<file path="config.mk">
export PLATFORM = sky130hd
export DESIGN_NAME = equiv_mismatch_monitor
export DESIGN_NICKNAME = d
export VERILOG_FILES = /design/src/rtl/equiv_mismatch_monitor.sv
export SDC_FILE = /design/constraint.sdc
export NUM_CORES = 1
export LEC_CHECK = 0
export ABC_AREA = 1
export CORE_MARGIN = 1.5
export CORE_UTILIZATION = 48
export CTS_BUF_LIST = sky130_fd_sc_hd__clkbuf_8
export DETAILED_ROUTE_END_ITERATION = 8
export PLACE_DENSITY = 0.84
export SYNTH_ARGS = -nofsm -noshare
export SYNTH_HDL_FRONTEND = slang
export SYNTH_SLANG_ARGS = --single-unit
</file>
<file path="constraint.sdc">
create_clock -name clk_i -period 10.9 [get_ports clk_i]
set_input_delay 2.18 -clock clk_i [delete_from_list [all_inputs] [get_ports clk_i]]
set_output_delay 2.18 -clock clk_i [all_outputs]
set_load 0.1 [all_outputs]
</file>
<file path="src/rtl/equiv_mismatch_monitor.sv">
// Compares the paired outputs of two design instances after a warm-up window,
// counting compares/mismatches and capturing the location and shape of the first mismatch.
module equiv_mismatch_monitor #(
  parameter int WIDTH        = 91,
  parameter int WARMUP       = 4,
  parameter int MAX_COMPARES = 1024,
  parameter int CNT_W        = 16,
  parameter int STOP_ON_FAIL = 1,
  parameter int NB_W         = 7
) (
  input  logic             clk_i,
  input  logic             rst_i,
  input  logic             in_valid_i,
  input  logic [WIDTH-1:0] y_1_i,
  input  logic [WIDTH-1:0] y_2_i,
  output logic [1:0]       state_o,
  output logic             fail_o,
  output logic             done_o,
  output logic [CNT_W-1:0] sample_idx_o,
  output logic [CNT_W-1:0] cmp_count_o,
  output logic [CNT_W-1:0] mis_count_o,
  output logic [CNT_W-1:0] first_idx_o,
  output logic [WIDTH-1:0] first_diff_o,
  output logic [NB_W-1:0]  first_nbits_o
);

  typedef enum logic [1:0] {
    ST_WARMUP  = 2'd0,
    ST_COMPARE = 2'd1,
    ST_FAIL    = 2'd2,
    ST_DONE    = 2'd3
  } state_e;

  localparam logic [CNT_W-1:0] CNT_MAX   = '1;
  localparam logic [CNT_W-1:0] WARMUP_C  = CNT_W'(WARMUP);
  localparam logic [CNT_W-1:0] MAX_CMP_C = CNT_W'(MAX_COMPARES);
  // With no warm-up window the very first sample after reset is already compared.
  localparam state_e RESET_STATE = (WARMUP == 0) ? ST_COMPARE : ST_WARMUP;

  state_e           state_q, state_d;
  logic             fail_q, fail_d;
  logic             done_q, done_d;
  logic [CNT_W-1:0] sample_idx_q, sample_idx_d;
  logic [CNT_W-1:0] cmp_q, cmp_d;
  logic [CNT_W-1:0] mis_q, mis_d;
  logic [CNT_W-1:0] first_idx_q, first_idx_d;
  logic [WIDTH-1:0] first_diff_q, first_diff_d;
  logic [NB_W-1:0]  first_nbits_q, first_nbits_d;

  logic [WIDTH-1:0] diff;
  logic             mismatch;
  logic [NB_W-1:0]  diff_nbits;
  logic [CNT_W-1:0] sample_inc, cmp_inc, mis_inc;

  always_comb begin
    diff       = y_1_i ^ y_2_i;
    mismatch   = |diff;
    diff_nbits = '0;
    for (int i = 0; i < WIDTH; i++) begin
      diff_nbits = diff_nbits + NB_W'(diff[i]);
    end
    sample_inc = (sample_idx_q == CNT_MAX) ? sample_idx_q : sample_idx_q + 1'b1;
    cmp_inc    = (cmp_q == CNT_MAX) ? cmp_q : cmp_q + 1'b1;
    mis_inc    = (mis_q == CNT_MAX) ? mis_q : mis_q + 1'b1;
  end

  always_comb begin
    state_d       = state_q;
    fail_d        = fail_q;
    sample_idx_d  = sample_idx_q;
    cmp_d         = cmp_q;
    mis_d         = mis_q;
    first_idx_d   = first_idx_q;
    first_diff_d  = first_diff_q;
    first_nbits_d = first_nbits_q;
    if (in_valid_i) begin
      unique case (state_q)
        ST_WARMUP: begin
          sample_idx_d = sample_inc;
          if (sample_inc == WARMUP_C) begin
            state_d = ST_COMPARE;
          end
        end
        ST_COMPARE: begin
          sample_idx_d = sample_inc;
          cmp_d        = cmp_inc;
          if (mismatch) begin
            mis_d = mis_inc;
            if (!fail_q) begin
              fail_d        = 1'b1;
              first_idx_d   = sample_idx_q;
              first_diff_d  = diff;
              first_nbits_d = diff_nbits;
            end
          end
          // A stopping mismatch wins over reaching the compare budget on the same sample.
          if (mismatch && (STOP_ON_FAIL != 0)) begin
            state_d = ST_FAIL;
          end else if (cmp_inc == MAX_CMP_C) begin
            state_d = ST_DONE;
          end
        end
        default: ;
      endcase
    end
    done_d = (state_d == ST_DONE);
  end

  always_ff @(posedge clk_i) begin
    if (rst_i) begin
      state_q       <= RESET_STATE;
      fail_q        <= 1'b0;
      done_q        <= 1'b0;
      sample_idx_q  <= '0;
      cmp_q         <= '0;
      mis_q         <= '0;
      first_idx_q   <= '0;
      first_diff_q  <= '0;
      first_nbits_q <= '0;
    end else begin
      state_q       <= state_d;
      fail_q        <= fail_d;
      done_q        <= done_d;
      sample_idx_q  <= sample_idx_d;
      cmp_q         <= cmp_d;
      mis_q         <= mis_d;
      first_idx_q   <= first_idx_d;
      first_diff_q  <= first_diff_d;
      first_nbits_q <= first_nbits_d;
    end
  end

  assign state_o       = state_q;
  assign fail_o        = fail_q;
  assign done_o        = done_q;
  assign sample_idx_o  = sample_idx_q;
  assign cmp_count_o   = cmp_q;
  assign mis_count_o   = mis_q;
  assign first_idx_o   = first_idx_q;
  assign first_diff_o  = first_diff_q;
  assign first_nbits_o = first_nbits_q;

endmodule

</file>
Word level (Yosys, flattened, before mapping)
Cells that the tools add are included.
{"block": "op_classes", "add_sub_neg": 93, "n_eq_ne": 7, "mux": 7, "bitwise": 3, "n_reduce_logical": 8}
{"op": "adder 7 x 1 -> 7 bit", "count": 84}
{"op": "OR reduction 91 bit", "count": 1}
{"op": "bitwise XOR 91 bit", "count": 1}
{"op": "adder 16 x 1 -> 16 bit, second input constant", "count": 3}
{"op": "equality test 16 bit, second input constant", "count": 3}
{"op": "2-to-1 mux 16 bit", "count": 2}
{"op": "equality test 16 x 11 -> 1 bit, second input constant", "count": 1}
{"op": "equality test 16 x 3 -> 1 bit, second input constant", "count": 1}
{"op": "2-to-1 mux 2 bit", "count": 4}
{"op": "AND reduction 4 bit", "count": 2}
{"op": "adder 6 x 1 -> 7 bit", "count": 1}
{"op": "adder 5 x 1 -> 6 bit", "count": 1}
{"op": "adder 4 x 1 -> 5 bit", "count": 1}
{"op": "adder 3 x 1 -> 4 bit", "count": 1}
{"op": "one-hot mux 2 bit (2 select lines)", "count": 1}
{"op": "AND reduction 2 bit", "count": 2}
{"op": "adder 2 x 1 -> 3 bit", "count": 1}
{"op": "AND reduction 3 bit", "count": 1}
{"op": "adder 1 x 1 -> 2 bit", "count": 1}
{"op": "equality test 2 x 1 -> 1 bit, second input constant", "count": 1}
{"op": "equality test 2 bit, second input constant", "count": 1}
{"op": "logical NOT 2 bit", "count": 1}
{"op": "inverter 1 bit", "count": 2}
{"op": "OR reduction 2 bit", "count": 1}
{"block": "totals", "reg_bits": 166, "inputBits": 185, "output_inout_bits": 166, "wordCells": 127}

Logic depth before layout (Yosys ltp)
{"block": "logic_depth", "ltp_word": 91, "ltp_mapped": 30, "depth_no_buf": 30}

Least setup slack after synthesis
Ideal clock, no wire load.
{"block": "synth_path", "kind": "input -> register", "start": "in y_2_i[41]", "end": "reg first_nbits_q[6], in the netlist first_nbits_o[6]", "setup_ns": 0.114, "arrival_ns": 8.622, "required_time_ns": 10.786, "slack_ns": 2.164, "cell_stages": 27, "path_buffers": 0, "cell_sequence": "xor2_1 inv_1 fa_1 inv_1 fa_1 inv_1 fa_1 inv_1 fa_1 inv_1 fa_1 fa_1 fa_1 fa_1 inv_1 fa_1 inv_1 fa_1 fa_1 o21ai_0 nand2_1 nand2_1 a21oi_1 inv_1 nand2_1 a21oi_1 nor2_1"}
{"block": "synth_via", "elab_chain_cells": 51, "elab_cells_between_ends": 53, "cone_classes": "add/sub (50); bitwise (1); reduce/logical (2)"}
{"item": "from (decl)", "line": "15", "text": "input logic [WIDTH-1:0] y_2_i,"}
{"item": "bitwise XOR 91 bit *", "line": "56", "text": "diff = y_1_i ^ y_2_i;"}
{"item": "adder 7 x 1 -> 7 bit (50 in a row)", "line": "60", "text": "diff_nbits = diff_nbits + NB_W'(diff[i]);"}
{"item": "to (signal assigned)", "line": "129", "text": "first_nbits_q <= first_nbits_d;"}
{"item": "to (decl)", "line": "48", "text": "logic [NB_W-1:0] first_nbits_q, first_nbits_d;"}
Every way passes the cells marked *; elsewhere a longest branch is shown, timed or not.
A chain may end at the register's enable or synchronous reset.

Worst setup path after layout
{"block": "layout_path", "start": "in y_2_i[19]", "end": "reg first_nbits_q[6], in the netlist first_nbits_o[6]"}
{"block": "layout_via", "elab_chain_cells": 73, "elab_cells_between_ends": 75, "cone_classes": "add/sub (72); bitwise (1); reduce/logical (2)"}
{"item": "bitwise XOR 91 bit *", "line": "56"}
{"item": "adder 7 x 1 -> 7 bit (72 in a row)", "line": "60"}
Marks and branches as above.

==> flow_metrics.py <==
metrics = {
    "run_status": {
        "outcome": "complete, no violations",
    },
    "synthesis": {
        "synth_top_family_by_area": "simple AND/OR/NAND/NOR gates",
        "yosys.area.top_type": "dfxtp_1",
        "ys_ff_latch": 166,
        "postSynthNetCount": 2085,
        "syn_area_mm2": 0.0120,
        "synthXorXnorAreaFrac": 0.0363,
        "yosysSeqAreaShare": 0.276,
        "ys_warn_count": 0,
        "synthMuxAreaShare": 0,
        "synth_area_leaders": "dfxtp_1 28%, fa_1 13%, nand2_1 13%",
        "synth-simple-area-share": 0.324,
        "synth_top_area_frac": 0.276,
        "synth_area_per_cell_um2": 6.68,
        "synthCells": 1799,
        "synth_cell_types": 38,
        "synth_compound_area_frac": 0.0849,
        "synth_fa_ha_area_frac": 0.154,
    },
    "hold_path": {
        "hold_path_class": "reg2reg",
        "holdCritStartpoint": "first_diff_o[82]",
    },
    "die": {
        "initial_core_util": 0.491,
        "core_area_mm2": 0.0245,
        "fp.dieArea_mm2": 0.0260,
        "fp.dieW_um": 161,
        "io_pins": 351,
        "num_rows": 57,
        "die_h_um": 161,
    },
    "sta": {
        "rsz0062_at_grt": "no",
        "finalSetupViolations": 0,
        "hold_viol": 0,
        "finClkSkew_ps": 21.7,
        "hold_slack_ps": 455,
        "worst_pin_slew_ps": 1220,
        "fin_ws_ps": 1670,
        "timing.slew.headroom": 0.186,
        "setup_tns_ps": 0,
        "maxSlewViolCount": 0,
        "finalCritPeriodShare": 0.847,
        "max_freq_ghz": 0.108,
        "period_needed_ps": 9230,
    },
    "pwr": {
        "pwr_density_cell_mw_per_mm2": 423,
        "ir_drop_v": 0.00219,
        "p_leak_uw": 0.00693,
    },
    "critical_path": {
        "rr_startpoint": "state_o[1]",
        "r2r_cells": 8,
        "timing.rr.end": "first_idx_o[6]",
        "worst_setup_path_end_kind": "register",
        "slowest_delay_ps": 580,
        "reg2reg_setup_slack_ps": 7700,
        "crit_fanout": 4,
        "cp-endpoint": "first_nbits_o[6]",
        "worstSetupStartpoint": "y_2_i[19]",
        "crit_family": "adder cells",
        "worst_path_max_delay_cell": "fa_1",
        "crit_arrival_ps": 9610,
        "worstPathRequired_ps": 11280,
        "worstSetupPathDepth": 27,
        "cp-start-kind": "primary input",
        "crit_buf_inv": 7,
        "crit_path_frequent_cell": "fa_1",
        "path_class": "in2reg",
    },
    "final_layout": {
        "drive_gt1_frac": 0.0265,
        "nets": 2386,
        "final_common_cell": "nand2_1",
        "fill_cells": 2144,
        "area_growth_pct": 33.9,
        "final_cell_mix": "421 x nand2_1, 349 x clkdlybuf4s50_1, 299 x inv_1, 269 x nor2_1, 166 x dfxtp_1",
        "diodes": 0,
    },
    "global_route": {
        "grt_overflow": 0,
        "grt_pass1_wl_um": 65300,
        "antenna_found_initial": 0,
        "grt_pass1_vias": 12600,
        "grtUsageTotal": 0.318,
        "grt_max_degree": 113,
    },
    "cts": {
        "ctsHoldBuffers": 0,
        "cts_setup_buffers": 0,
        "worstSkewPairLatency_ps": 480,
        "cts.sinks": 166,
        "cts_max_level": 4,
        "cts_tree": "yes",
        "numCtsBuffers": 17,
        "ctsResizeCount": 0,
        "path_clk_slew_ps": 110,
        "clockRootBuffer": "clkbuf_8",
        "cts_buffer_depth": 2,
    },
    "job": {
        "max_cap_violations": 0,
    },
    "routing": {
        "first_pass_iters": 5,
        "vias": 13000,
        "wl_per_cell_um": 16.6,
        "route.detailed.drc": 0,
        "route.antenna.remaining_nets": 0,
        "drt_wl_total_um": 40400,
        "viasPerCell": 5.33,
        "drtIter0Drc": 992,
    },
    "placement": {
        "gp_congestion": 0.943,
        "dpl.hpwl_um": 30700,
        "dpl_worst_slack_ps": 1260,
        "numPortBuffers": 350,
    },
}
## synth_stat cells (all sizes together)
cell type  count
fa            79
inv          302
xnor2         17
a21oi        144
o21a           1
or2            3
ha            22
dfxtp        166
nand3b         4
o211ai         7
o31ai          2
nand2        421
and2           1
o21bai         3
nand4        133
and3           2
clkinv         1
a31oi          1
o21ai         21
nor2         272
xor2          32
nor3          15
clkbuf        42
o221ai         1
buf           37
nor3b          1
a211oi        10
a21o           1
nand3         58
## power by group
part           leakage [uW]  internal, uW  switching (uW)
clock network      0.000207           195             284
logic               0.00539          2460            3250
registers           0.00134           611            10.4
total               0.00693          3270            3550
## metal layers
layer / wire length, um / part of all wire / global-route usage
met1: 16500 / 0.41 / 0.395
met2: 18700 / 0.46 / 0.527
met3: 3760 / 0.093 / 0.0827
met4: 1360 / 0.034 / 0.126
met5: 0 / 0 / 0
## layout make-up
type                            instances  area [um2]  area share
Multi-Input combinational cell       1251        7230       0.449
Inverter                              303        1140      0.0710
Clock inverter                         15         180      0.0112
Tap cell                              324         405      0.0252
Timing Repair Buffer                  361        3580       0.223
Clock buffer                           17         234      0.0145
Sequential cell                       166        3320       0.206
## sequential cells by signal, indices dropped and copies added (netlist names)
register / flops
cmp_count_o: 16
first_nbits_o: 7
first_diff_o: 91
first_idx_o: 16
fail_o: 1
sample_idx_o: 16
mis_count_o: 16
done_o: 1
state_o: 2
## worst min path at each step
| stage | slack, ps | end | cells after the start |
|---|---|---|---|
| floorplan | 870 | first_diff_o[82] | 2 |
| global placement | 430 | first_diff_o[82] | 2 |
| detailed placement | 440 | first_diff_o[82] | 2 |
| CTS | 460 | first_diff_o[82] | 2 |
| global route | 470 | first_diff_o[82] | 2 |
| finish | 460 | first_diff_o[82] | 2 |
## cell families (layout without fill, tap and decap cells)
kind of cell / count (synthesis) / after routing
flip-flops: 166 / 166
XOR/XNOR: 49 / 49
buffers and inverters: 382 / 696
adder cells (fa/ha/maj): 101 / 101
AND/OR/NAND/NOR: 910 / 910
AO/OA/AOI/OAI: 191 / 191
## worst register-to-register path: stages (launching register included)
cell and delay [ps]:
dfxtp_1 460, nor2_2 70, buf_4 210, nand2_1 510, inv_4 300, nand3_4 400
buf_4 830, nand2_1 190, a21oi_1 170
## metrics by stage
stage	utilization	area [um2]	instances	total power, uW
2_1_floorplan	-	12000	1799	5090
3_3_place_gp	0.641	15700	2405	6000
3_5_place_dp	0.641	15700	2405	6210
4_1_cts	0.658	16100	2437	6750
5_1_grt	0.658	16100	2437	7480
6_report	0.658	16100	2437	6820
(Power assumes the default switching activity.)
